`src/rtl/id_ex_control_stage.sv`:
```
// -----------------------------------------------------------------------------
// common_pkg / id_ex_control_stage
//
// Purpose: ID/EX pipeline register for the decoded control word. Detects the
// classic load-use hazard (load in execute, dependent instruction in decode),
// stalls the front end for one cycle while inserting a bubble, and squashes
// the decoding instruction when execute redirects the PC. Two saturating
// counters record how many stall and flush events have occurred.
//
// Ports:
//   clk              rising-edge clock
//   reset_n          asynchronous active-low reset
//   control_in       decoded control word from the decoder
//   valid_in         decode-side fields hold a real instruction
//   rs1_in, rs2_in   source register indices of the decoding instruction
//   rd_in            destination register index of the decoding instruction
//   flush_in         branch/jump taken in execute; squash decode
//   control_out      registered control word to execute
//   valid_out        control_out holds a real instruction
//   rd_out           registered destination index
//   stall_out        combinational: hold PC and IF/ID this cycle
//   stall_count_out  saturating count of load-use stalls
//   flush_count_out  saturating count of flush cycles
// -----------------------------------------------------------------------------
package common_pkg;
  typedef struct packed {
    logic       reg_write;
    logic       mem_read;
    logic       mem_write;
    logic       branch;
    logic       jump;
    logic       alu_src;
    logic [3:0] alu_op;
  } control_type;
endpackage

module id_ex_control_stage
  import common_pkg::*;
#(
  parameter int CNT_W = 16
) (
  input  logic              clk,
  input  logic              reset_n,
  input  control_type       control_in,
  input  logic              valid_in,
  input  logic [4:0]        rs1_in,
  input  logic [4:0]        rs2_in,
  input  logic [4:0]        rd_in,
  input  logic              flush_in,
  output control_type       control_out,
  output logic              valid_out,
  output logic [4:0]        rd_out,
  output logic              stall_out,
  output logic [CNT_W-1:0]  stall_count_out,
  output logic [CNT_W-1:0]  flush_count_out
);

  typedef enum logic {
    RUN    = 1'b0,
    BUBBLE = 1'b1
  } state_e;

  state_e             state_q, state_d;
  control_type        ctrl_q, ctrl_d;
  logic               vld_q, vld_d;
  logic [4:0]         rd_q, rd_d;
  logic [CNT_W-1:0]   stall_cnt_q, stall_cnt_d;
  logic [CNT_W-1:0]   flush_cnt_q, flush_cnt_d;

  logic               hazard;
  logic               take_bubble;
  logic               accept;

  // Increment that sticks at all-ones instead of wrapping.
  function automatic logic [CNT_W-1:0] sat_inc(input logic [CNT_W-1:0] v);
    if (&v) return v;
    return v + CNT_W'(1);
  endfunction

  // Load in execute whose destination is read by the decoding instruction.
  // x0 is never a real producer. Both sources are compared regardless of
  // whether the instruction actually uses them (conservative stall).
  assign hazard = vld_q && ctrl_q.mem_read && (rd_q != 5'd0) && valid_in &&
                  ((rd_q == rs1_in) || (rd_q == rs2_in));

  // A flush already squashes the decoding instruction, so stalling it would
  // only lose the redirected fetch.
  assign stall_out   = hazard && !flush_in;
  assign take_bubble = flush_in || hazard;
  assign accept      = !take_bubble && valid_in;

  always_comb begin
    ctrl_d      = '0;
    vld_d       = 1'b0;
    rd_d        = 5'd0;
    state_d     = state_q;
    stall_cnt_d = stall_cnt_q;
    flush_cnt_d = flush_cnt_q;

    if (accept) begin
      ctrl_d = control_in;
      vld_d  = 1'b1;
      rd_d   = rd_in;
    end

    if (take_bubble) begin
      state_d = BUBBLE;
    end else if (accept) begin
      state_d = RUN;
    end

    if (stall_out) stall_cnt_d = sat_inc(stall_cnt_q);
    if (flush_in)  flush_cnt_d = sat_inc(flush_cnt_q);
  end

  always_ff @(posedge clk or negedge reset_n) begin
    if (!reset_n) begin
      state_q     <= RUN;
      ctrl_q      <= '0;
      vld_q       <= 1'b0;
      rd_q        <= 5'd0;
      stall_cnt_q <= '0;
      flush_cnt_q <= '0;
    end else begin
      state_q     <= state_d;
      ctrl_q      <= ctrl_d;
      vld_q       <= vld_d;
      rd_q        <= rd_d;
      stall_cnt_q <= stall_cnt_d;
      flush_cnt_q <= flush_cnt_d;
    end
  end

  assign control_out     = ctrl_q;
  assign valid_out       = vld_q;
  assign rd_out          = rd_q;
  assign stall_count_out = stall_cnt_q;
  assign flush_count_out = flush_cnt_q;

  // BUBBLE is only ever entered or held by loading a bubble, so it can never
  // coexist with a valid output; and a stall needs a valid load in execute.
  always @(posedge clk) begin
    if (reset_n) begin
      assert (!(state_q == BUBBLE && vld_q))
        else $error("BUBBLE state with valid_out set");
      assert (!(stall_out && state_q != RUN))
        else $error("stall raised outside RUN state");
    end
  end

endmodule

```
`config.mk`:
```
export PLATFORM = sky130hd
export DESIGN_NAME = id_ex_control_stage
export DESIGN_NICKNAME = d
export VERILOG_FILES = /design/src/rtl/id_ex_control_stage.sv
export SDC_FILE = /design/constraint.sdc
export NUM_CORES = 1
export LEC_CHECK = 0
export ABC_AREA = 1
export CORE_UTILIZATION = 30
export CTS_CLUSTER_DIAMETER = 120
export CTS_CLUSTER_SIZE = 20
export DETAILED_ROUTE_END_ITERATION = 6
export HOLD_SLACK_MARGIN = 0.05
export MAX_ROUTING_LAYER = met4
export SLEW_MARGIN = 10
export SYNTH_ARGS = -nofsm -noshare
export SYNTH_HDL_FRONTEND = slang
export SYNTH_SLANG_ARGS = --single-unit
```
`constraint.sdc`:
```
create_clock -name clk -period 2.03 [get_ports clk]
set_clock_uncertainty 0.2 [all_clocks]
set_input_delay 0.3045 -clock clk [delete_from_list [all_inputs] [get_ports clk]]
set_output_delay 0.3045 -clock clk [all_outputs]
set_load 0.02 [all_outputs]
```
==> flow_summary.ini <==
[outcome]
status = completed

[synthesis]
synth_top_area_cell = dfrtp_1
syn_inst = 330
netlist_area_mm2 = 0.002635
ys.warnings.count = 0
syn_nets = 361
syn_avg_cell_area_um2 = 7.985
yosysTopAreaCellShare_pct = 45.58
synth-seq-area-share_pct = 45.58
synth_most_common_cell = nand2_1
synth.distinct_cells = 27
synth-main-ff-cell = dfrtp_1
synth_edf_count = 0
synthTopCellsByCount = nand2_1, dfrtp_1, nor2_1, inv_1, xor2_1
netlist_top_cells_area = dfrtp_1, nand2_1, xor2_1, nor2_1, inv_1
synth-async-reset-ratio_pct = 100.0
synth-seq-cells = 48

[run]
drv_cap = 0

[sta]
finalCriticalPeriod_ps = 1990
setup_violations = 0
fin_ws_ps = 39.79
slew_headroom_pct = 62.20
rsz0062_at_grt = true
clock.fmax_ghz = 0.5025
slew_viol_final = 0
whs_ps = 312.4
final_hold_viol_count = 0
fin_setup_tns_ps = 0
tightest_slew_ps = 567.0
finalCritPeriodShare_pct = 98.04

[setup_path]
crit_path_start_kind = primary input
worstPathArrival_ps = 1490
path_common_cell = nand2_1
path_cells = clkdlybuf4s50_1 > inv_1 > nand2_1 > nand2_1 > nor2_2 > nand3_2 > nand2_4 > nand3_4 > inv_2 > buf_6
crit_fanout = 2
crit_type = primary input to output pin
cp_num_cells = 10
cp-end-kind = output pin
reg2reg_slack_ps = 220
cp_top_family = buffers and inverters
cp.required_ps = 1530
worstPathBufferInverterCount = 4
critPathMaxStageDelay_ps = 480
reg2reg_depth = 8
worst_path_max_delay_cell = clkdlybuf4s50_1

[clock_tree]
cts_tree = yes
cts_root_buf = clkbuf_8
post_cts_buffers = 0
path_clk_slew_ps = 100
htreeDepth = 2
clk_latency_ps = 300
clock-sinks = 48
clk_path_buf_depth = 2
cts_buffers = 5

[die]
die_x_um = 95.72
core_mm2 = 0.008341
die_y_um = 95.72
dieArea_mm2 = 0.009162
start_util_pct = 31.59
rows = 33
pin_count = 78

[detailed_routing]
drc_errors = 0
wire_per_inst_um = 11.07
ant_nets = 0
first_pass_iters = 4
drt_iter0_drc = 32
vias_per_cell = 4.303
wl_mm = 5.955
routed-via-count = 2315

[finish]
nets = 463
syn2layout_area_growth_pct = 47.06
final_core_util_pct = 46.46
drive_gt1_share_pct = 16.63
antenna_cells = 0

[global_route]
grt_pass1_wl_mm = 10.07
grt_pass1_vias = 2180
antenna_found_initial = 0
grt_usage_pct = 14.31
grt_start_max_net_pins = 27
grt_overflow_total = 0

[power_and_ir_drop]
p_per_area_mw_per_mm2 = 692.8
total_power_uw = 2685
peakVddDrop_uv = 554.0
p_leak_uw = 0.001896

[hold_path]
holdPathStages = 3
holdCritPathClass = primary input to register

[placement]
place_congestion = 0.7606
place_ws_ps = -454.9
portBuffers = 77
dp_hpwl_mm = 4.543
==> placed cells by master (no fill, tap or decap), types with 4 or more instances in the layout <==
cell | synthesis | final
buf_12 | 1 | 4
buf_4 | 1 | 18
clkbuf_8 | 0 | 5
clkdlybuf4s50_1 | 0 | 73
dfrtp_1 | 48 | 45
inv_1 | 41 | 40
inv_2 | 8 | 9
nand2_1 | 97 | 97
nand2_2 | 10 | 10
nand3_1 | 13 | 12
nand3_2 | 6 | 7
nand4_1 | 4 | 4
nor2_1 | 45 | 42
nor2_2 | 2 | 5
nor3_1 | 6 | 6
xnor2_1 | 9 | 9
xor2_1 | 20 | 20
==> state kept, by name (all words and copies together), names as in the netlist <==
register         count
control_out         10
flush_count_out     16
rd_out               5
stall_count_out     16
valid_out            1
==> final timing paths <==
kind                                          start             endpoint
worst max-delay path                      rs2_in[3]            stall_out
worst min-delay path                       rd_in[4]            rd_out[4]
worst max register to register   flush_count_out[1]   flush_count_out[7]
worst min register to register  flush_count_out[15]  flush_count_out[15]
max in group asynchronous                   reset_n            rd_out[0]
min in group asynchronous                   reset_n  flush_count_out[14]
==> cells by family after synthesis <==
kind of cell    synth area share (%)
flops                          45.58
xor+xnor                       9.639
fa+ha+maj                     0.9495
simple gates                   34.00
buf+inv                        8.595
compound gates                 1.235
==> per-layer routing <==
layer	GRT usage, %	part of all wire (%)
met3	2.923	3.8
met1	18.74	48
met4	2.612	0.18
met2	23.15	48
met5	-	0
==> power by group <==
part | internal (µW) | leakage [µW] | switching [µW]
sequential | 1050 | 0.000631 | 113
clock | 496 | 0.0000687 | 348
combinational | 329 | 0.00120 | 347
==> layout make-up <==
class | count | area (µm²)
inverter | 49 | 183.9
clock inverter | 3 | 68.82
fill | 807 | 4466
multi-input combinational | 228 | 1220
sequential | 48 | 1205
tap | 105 | 131.4
clock buffer | 5 | 68.82
timing repair buffer | 100 | 997.2
==> stage by stage <==
step                cells  cell area, µm²
floorplan             330            2635
global placement      529            3705
detailed placement    529            3705
CTS                   538            3850
global route          538            3875
finish                538            3875
==> worst register-to-register path, stage by stage (launching register included) <==
cell and delay, ps:
dfrtp_1 420, ha_1 180, nand3_1 150, nor2_2 180, nand3_1 80, nand2_1 110
buf_4 180, nor2_1 60, xor2_1 140
==> timing repair <==
item,in CTS,in global routing
hold buffers,1,0
hold endpoints to repair,22,0
setup endpoints to repair,1,6
pin swaps,0,5
resized for setup,5,11
Power figures use the tool's default switching activity.
